File: config.mk
export PLATFORM = sky130hd
export DESIGN_NAME = lu_acc_pipe
export DESIGN_NICKNAME = d
export VERILOG_FILES = /design/src/rtl/lu_acc_pipe.sv
export SDC_FILE = /design/constraint.sdc
export NUM_CORES = 1
export LEC_CHECK = 0
export ABC_AREA = 1
export CORE_UTILIZATION = 52
export DETAILED_ROUTE_END_ITERATION = 10
export PLACE_DENSITY = 0.94
export SYNTH_ARGS = -nofsm -noshare
export SYNTH_HDL_FRONTEND = slang
export SYNTH_SLANG_ARGS = --single-unit
File: constraint.sdc
create_clock -name clk -period 4.2 [get_ports clk]
set_clock_uncertainty 0.15 [all_clocks]
set_input_delay 0.84 -clock clk [delete_from_list [all_inputs] [get_ports clk]]
set_output_delay 0.84 -clock clk [all_outputs]
set_load 0.02 [all_outputs]
File: src/rtl/lu_acc_pipe.sv
// lu_acc_pipe: registered bitwise logic unit (AND/OR/XOR/NOT) with a
// valid/ready handshake on both sides, an optional accumulator that can
// stand in for operand a, registered zero/parity flags and a wrapping
// count of accepted transactions.
module lu_acc_pipe #(
  parameter int WIDTH  = 8,
  parameter int ACC_EN = 1,
  parameter int CNT_W  = 16
) (
  input  logic             clk,
  input  logic             rst,
  input  logic             in_valid,
  output logic             in_ready,
  input  logic [WIDTH-1:0] a,
  input  logic [WIDTH-1:0] b,
  input  logic [2:0]       S,
  input  logic             acc_clr,
  output logic             out_valid,
  input  logic             out_ready,
  output logic [WIDTH-1:0] y,
  output logic             zero,
  output logic             parity,
  output logic [WIDTH-1:0] acc,
  output logic [CNT_W-1:0] op_cnt
);

  typedef enum logic [1:0] {
    OP_AND = 2'b00,
    OP_OR  = 2'b01,
    OP_XOR = 2'b10,
    OP_NOT = 2'b11
  } op_e;

  logic [WIDTH-1:0] r_y;
  logic             r_zero;
  logic             r_parity;
  logic             r_out_valid;
  logic [CNT_W-1:0] r_op_cnt;
  logic [WIDTH-1:0] r_acc;

  logic [WIDTH-1:0] w_op_a;
  logic [WIDTH-1:0] w_result;
  logic             w_accept;
  op_e              w_op;

  // The accumulator only replaces operand a when it is actually built in.
  assign w_op_a   = ((ACC_EN != 0) && S[2]) ? r_acc : a;
  assign w_op     = op_e'(S[1:0]);

  // Single output register: a new operand fits if the slot is empty or
  // is being drained this very cycle.
  assign in_ready = !r_out_valid || out_ready;
  assign w_accept = in_valid && in_ready;

  // Combinational op decode; operand b is ignored for NOT.
  always_comb begin
    // NOTE: default assignment first so no path leaves w_result unassigned,
    // which would otherwise infer a latch.
    w_result = '0;
    case (w_op)
      OP_AND: w_result = w_op_a & b;
      OP_OR:  w_result = w_op_a | b;
      OP_XOR: w_result = w_op_a ^ b;
      OP_NOT: w_result = ~w_op_a;
      default: w_result = '0;
    endcase
  end

  // Output register, flags and transaction counter: load on accept,
  // drop valid on a drain without accept, otherwise hold.
  always_ff @(posedge clk) begin
    // NOTE: non-blocking assignments so every register samples the values
    // from before this edge, independent of statement order.
    if (rst) begin
      r_y         <= '0;
      r_zero      <= 1'b1;
      r_parity    <= 1'b0;
      r_out_valid <= 1'b0;
      r_op_cnt    <= '0;
    end else if (w_accept) begin
      r_y         <= w_result;
      r_zero      <= (w_result == '0);
      r_parity    <= ^w_result;
      r_out_valid <= 1'b1;
      r_op_cnt    <= r_op_cnt + CNT_W'(1);
    end else if (r_out_valid && out_ready) begin
      r_out_valid <= 1'b0;
    end
  end

  generate
    if (ACC_EN != 0) begin : g_acc
      // Accumulator: clear wins over loading the result on the same edge,
      // while the result itself was already computed from the old value.
      always_ff @(posedge clk) begin
        if (rst) begin
          r_acc <= '0;
        end else if (acc_clr) begin
          r_acc <= '0;
        end else if (w_accept) begin
          r_acc <= w_result;
        end
      end
    end else begin : g_no_acc
      assign r_acc = '0;
    end
  endgenerate

  assign out_valid = r_out_valid;
  assign y         = r_y;
  assign zero      = r_zero;
  assign parity    = r_parity;
  assign acc       = r_acc;
  assign op_cnt    = r_op_cnt;

endmodule
## Yosys cells after proc, flatten, opt, wreduce, memory -nomap -nowiden

Index checks and enable logic that the tools add are counted.

| storage, ports and cells | value |
|---|---|
| flip-flop bits (word level) | 35 |
| input port bits | 24 |
| output and inout bits | 36 |
| word-level logic and storage cells | 27 |

| operators by class | value |
|---|---|
| add/subtract/negate cells | 1 |
| equality and inequality tests | 3 |
| mux-type cells | 4 |
| bitwise operators | 4 |
| reduce and logical (&&, ||, !) cells | 9 |

Operator list:

| operator | count |
|---|---|
| 8-bit case mux with 4 select lines | 1 |
| 16-bit by 1-bit adder with 16-bit output, second input constant | 1 |
| 8-bit bitwise AND | 1 |
| 8-bit logical NOT | 1 |
| 8-bit two-way mux | 1 |
| 8-bit inverter | 1 |
| 8-bit bitwise OR | 1 |
| 8-bit XOR reduction | 1 |
| 8-bit bitwise XOR | 1 |
| 2-bit == test, second input constant | 2 |
| 2-bit by 1-bit == test with 1-bit output, second input constant | 1 |
| 1-bit logical AND | 2 |
| 2-bit logical NOT | 1 |
| 1-bit two-way mux | 2 |
| 2-bit nonzero test | 1 |
| 2-bit OR reduction | 1 |
| 1-bit logical NOT | 1 |
| 1-bit logical OR | 1 |

## Depth between registers and ports, before layout

Gate-level depths: netlist (run 1).

| logic depth | value |
|---|---|
| depth after elaboration | 4 |
| depth in mapped cells | 16 |
| gate-level depth less buffers | 15 |

## Worst setup path after synthesis (run 1)

OpenSTA, ideal clock, no wires.

| path | value |
|---|---|
| path kind | input port to flip-flop |
| from | input port S[2] |
| to | register r_parity, in the netlist parity |
| setup time | 0.115 ns |
| arrival | 2.651 ns |
| required time | 3.935 ns |
| setup slack | 1.283 ns |
| stages | 15 |
| buffers on the path | 2 |
| path through | buf_4 > buf_2 > o21ai_0 > inv_1 > ha_1 > nand2_1 > nand2_1 > inv_1 > nand3_1 > inv_1 > ha_1 > xor2_1 > xnor2_1 > o21ai_0 > inv_1 |

| between the ends | value |
|---|---|
| longest elaborated chain between the ends | 4 |
| elaborated cells on any way between the ends | 7 |
| classes of those cells | 2 x mux; 4 x bitwise; 1 x reduce/logical |

Ends and longest elaborated chain:

| what | line | source |
|---|---|---|
| from (decl) | 16 | `input logic [2:0] S,` |
| 8-bit two-way mux (*) | 47 | `assign w_op_a = ((ACC_EN != 0) && S[2]) ? r_acc : a;` |
| 8-bit bitwise XOR, or another cell as far along | 63 | `OP_XOR: w_result = w_op_a ^ b;` |
| 8-bit case mux with 4 select lines (*) | 60 | `case (w_op)` |
| 8-bit XOR reduction (*) | 83 | `r_parity <= ^w_result;` |
| to (signal assigned) | 83 |  |
| to (decl) | 36 | `logic r_parity;` |

Mark *: on every way between the ends. The rest lies on a longest branch, timed or not.
A chain may end at the register's enable or synchronous reset.

## Final worst setup path (run 1)

Ends and elaborated chain as after synthesis.

==> summary.md, run 1 <==
| Metric | Value |
|---|---|
| Run status | `finished, final reports clean` |
| Worst-Skew Late Latency | `~290 ps` |
| Global placer's final weighted congestion | `~0.87` |
| Area after DPL | `between 2000 and 3000 µm²` |
| Antenna diode count | `0` |
| Rel. slew slack | `between 40% and 50%` |
| Final non-filler cell area | `2913 µm²` |
| Die X | `67.08 µm` |
| GR Util All Layers | `26.22%` |
| Clock Power Share | `roughly 33%` |
| CP Capture Type | `flip-flop` |
| Deepest clock path buffer count | `2` |
| Core ar. | `a little over 4000 µm²` |
| Drt wl/cell | `12.20 µm` |
| Yosys Warn Count | `0` |
| RSZ-0062 raised after global routing | `no` |
| Iter 0 DRT Violations | `roughly 150` |
| H-tree depth | `2` |
| CP required | `between 4000 and 5000 ps` |
| P_leak | `1.322 nW` |
| EDFF count, synth | `0` |
| Tcrit/Tclk final | `85.67%` |
| R2r setup slk | `roughly 1800 ps` |
| Number of global-route vias before repair | `approximately 2100` |
| First-pass GRT wire length | `between 8000 and 9000 µm` |
| Final Slew Violations | `0` |
| FMAX | `between 200 and 300 MHz` |
| Hold WC Path Type | `reg -> reg` |
| Leading area contributor after synthesis | `dfxtp_1` |
| Synth async-reset ratio | `0%` |
| Synth area leaders | `dfxtp_1 (32%), nand2_1 (15%), ha_1 (12%)` |
| Clock Root Buffer | `clkbuf_8` |
| Resize count post-CTS | `0` |
| Final setup viols | `0` |
| Die H | `approximately 67 µm` |
| DR vias/cell | `between 5 and 6` |
| Initial core utilization | `a little over half` |
| Pre-CTS setup slack | `355.7 ps` |
| GRT overflow | `0` |
| Crit-path max FO | `22` |
| CP Launch Type | `input port` |
| PnR worst setup slack | `~600 ps` |
| Most common cell in the synthesized netlist | `nand2_1` |
| Psw | `between 0.2 and 0.25 mW` |
| Max-cap check violation count | `0` |
| Combinational share of power | `between 20% and 30%` |
| Initial antenna violation count | `0` |
| Clock sinks | `35` |
| Mean cell area of the mapped netlist | `roughly 6.5 µm²` |
| WS Path Type | `in -> reg` |
| Sequential-to-total area share from yosys stat | `between 30% and 40%` |
| Nets | `439` |
| VDD IR max | `between 0.15 and 0.2 mV` |
| Synth Flop Type | `dfxtp_1` |
| Post-route ant nets | `0` |
| DP HPWL | `approximately 4200 µm` |
| Largest net degree at the start of global routing | `24` |
| Synth-to-layout area growth | `32.27%` |
| Fin crit period | `around 3600 ps` |
| Yosys cell types | `23` |
| CTS tree | `built` |
| Detailed Route WL | `5428 µm` |
| CTS Buf Count | `5` |
| Switching Share | `29.01%` |
| Mapped cell area | `about 2200 µm²` |
| PortBufs | `between 50 and 60` |
| Row count | `23` |
| Most common library cells after synthesis | `nand2_1 (88), inv_1 (70), dfxtp_1 (35), nor2_1 (30), a21oi_1 (24)` |
| Layout cells sized above 1 | `just over 4%` |
| DRC violations left | `0` |
| Num ports | `60` |
| Slew at the pin closest to its max-slew limit | `about 750 ps` |
| Pwr dens | `between 200 and 300 nW/µm²` |
| Die footprint | `4499 µm²` |
| Arrival @ worst endpoint | `3630 ps` |
| Post-Syn Nets | `roughly 380` |
| Setup bufs post-CTS | `0` |
| Share of the synthesized area in the top cell type | `about a third` |
| Final Hold Vio Count | `0` |
| Clock Pin Slew Worst Setup and Hold Paths | `about 70 ps` |
| Mapped Cells | `around 340` |
| Share of power burned in registers | `a little over two fifths` |
| DR pass1 iterations | `4` |
| DR vias | `~2300` |
| Internal | `approximately 0.6 mW` |
| Yosys reg bits | `35` |
| Setup_tns | `0 ps` |
| Post-CTS Hold Buffers | `0` |
==> state kept, by name, summed over array words and instances, names as in the netlist <==
signal,count
parity,1
y,8
acc,8
op_cnt,16
zero,1
out_valid,1
==> metal layers <==
metal	part of all wire, %	GRT usage (%)	wire, µm	up-vias
met5	0	0	0	-
met4	2.5	10.90	137	0
met3	5.5	6.336	296	14
met2	51	46.75	2775	70
met1	41	29.16	2219	1081
li1	-	-	-	1147
==> final timing paths <==
| path | startpoint | end | depth (start not counted) |
|---|---|---|---|
| max reg2reg | acc[5] | parity | 14 |
| min | y[7] | y[7] | 2 |
| min reg2reg | y[7] | y[7] | 2 |
| max | S[2] | parity | 14 |
==> cell families (layout without fill, tap and decap cells) <==
group                      Yosys count  in the layout  synth area share (%)
and+or+nand+nor                    144            144                 26.99
buffers and inverters               79            137                 13.86
xor gates and xnor gates             5              5                 1.989
AOI/OAI and AO/OA                   53             53                 13.41
DFF                                 35             35                 31.82
adders and majority gates           21             21                 11.93
==> power groups by stage <==
stage | Combinational [mW] | Sequential [mW] | Clock, mW
after global placement | 0.181 | 0.364 | 0
after floorplan | 0.100 | 0.379 | 0
after global routing | 0.217 | 0.358 | 0.289
final | 0.194 | 0.357 | 0.270
after CTS | 0.195 | 0.357 | 0.272
after detailed placement | 0.191 | 0.364 | 0
==> layout make-up <==
class                           count  area (µm²)
Timing Repair Buffer               59       590.6
Inverter                           70       262.8
Multi-Input combinational cell    223        1196
Sequential cell                    35       700.7
Fill cell                         321        1116
Tap cell                           50       62.56
Clock buffer                        8       100.1
==> layout by cell type (no fill, tap or decap) <==
cell / Yosys / routed
xor2_1: 2 / 2
nand3_1: 12 / 12
o21ai_0: 20 / 20
a21oi_4: 1 / 1
clkbuf_1: 3 / 1
ha_1: 21 / 21
clkbuf_8: 0 / 7
clkdlybuf4s50_1: 0 / 59
or2_2: 3 / 3
inv_1: 70 / 70
o21bai_1: 1 / 1
nor2_2: 3 / 3
xnor2_1: 3 / 3
nor2_1: 30 / 30
nor3_1: 3 / 3
o211ai_1: 6 / 6
a21oi_1: 24 / 24
nand2_1: 88 / 88
nand4_1: 3 / 3
a31oi_1: 1 / 1
dfxtp_1: 35 / 35
nand3_2: 2 / 2
==> per-stage QoR <==
step | cells | util, % | power [mW] | hold WS [ps]
final | 445 | 72.30 | 0.8221 | 315.1
after CTS | 445 | 72.30 | 0.8243 | 316.4
after global placement | 437 | 69.81 | 0.5451 | 302.4
after detailed placement | 437 | 69.81 | 0.5554 | 305.8
after floorplan | 337 | - | 0.4792 | 390.4
after global routing | 445 | 72.30 | 0.8639 | 339.8
==> critical path: stages <==
cell and delay, ps:
clkdlybuf4s50_1 750, o21ai_0 470, inv_1 90, ha_1 270
inv_1 50, nand2_1 50, a21oi_1 110, o21ai_0 120
nand2_1 100, ha_1 240, xor2_1 160, xnor2_1 120
o21ai_0 170, inv_1 60
(Power assumes the default switching activity.)
==> inputs of run 2 (changes only) <==
--- a/config.mk
+++ b/config.mk
@@ -8,6 +8,7 @@
 export ABC_AREA = 1
 export CORE_UTILIZATION = 52
 export DETAILED_ROUTE_END_ITERATION = 10
+export GPL_ROUTABILITY_DRIVEN = 0
 export PLACE_DENSITY = 0.94
 export SYNTH_ARGS = -nofsm -noshare
 export SYNTH_HDL_FRONTEND = slang
==> results of run 2 <==
Same layout as run 1: the final DEF is identical, and so are final timing and power.
==> inputs of run 3 (changes only) <==
--- a/config.mk
+++ b/config.mk
@@ -10,6 +10,7 @@
 export DETAILED_ROUTE_END_ITERATION = 10
 export GPL_ROUTABILITY_DRIVEN = 0
 export PLACE_DENSITY = 0.94
+export SLEW_MARGIN = 20
 export SYNTH_ARGS = -nofsm -noshare
 export SYNTH_HDL_FRONTEND = slang
 export SYNTH_SLANG_ARGS = --single-unit
==> results of run 3 <==
Same layout as run 1: the final DEF is identical, and so are final timing and power.
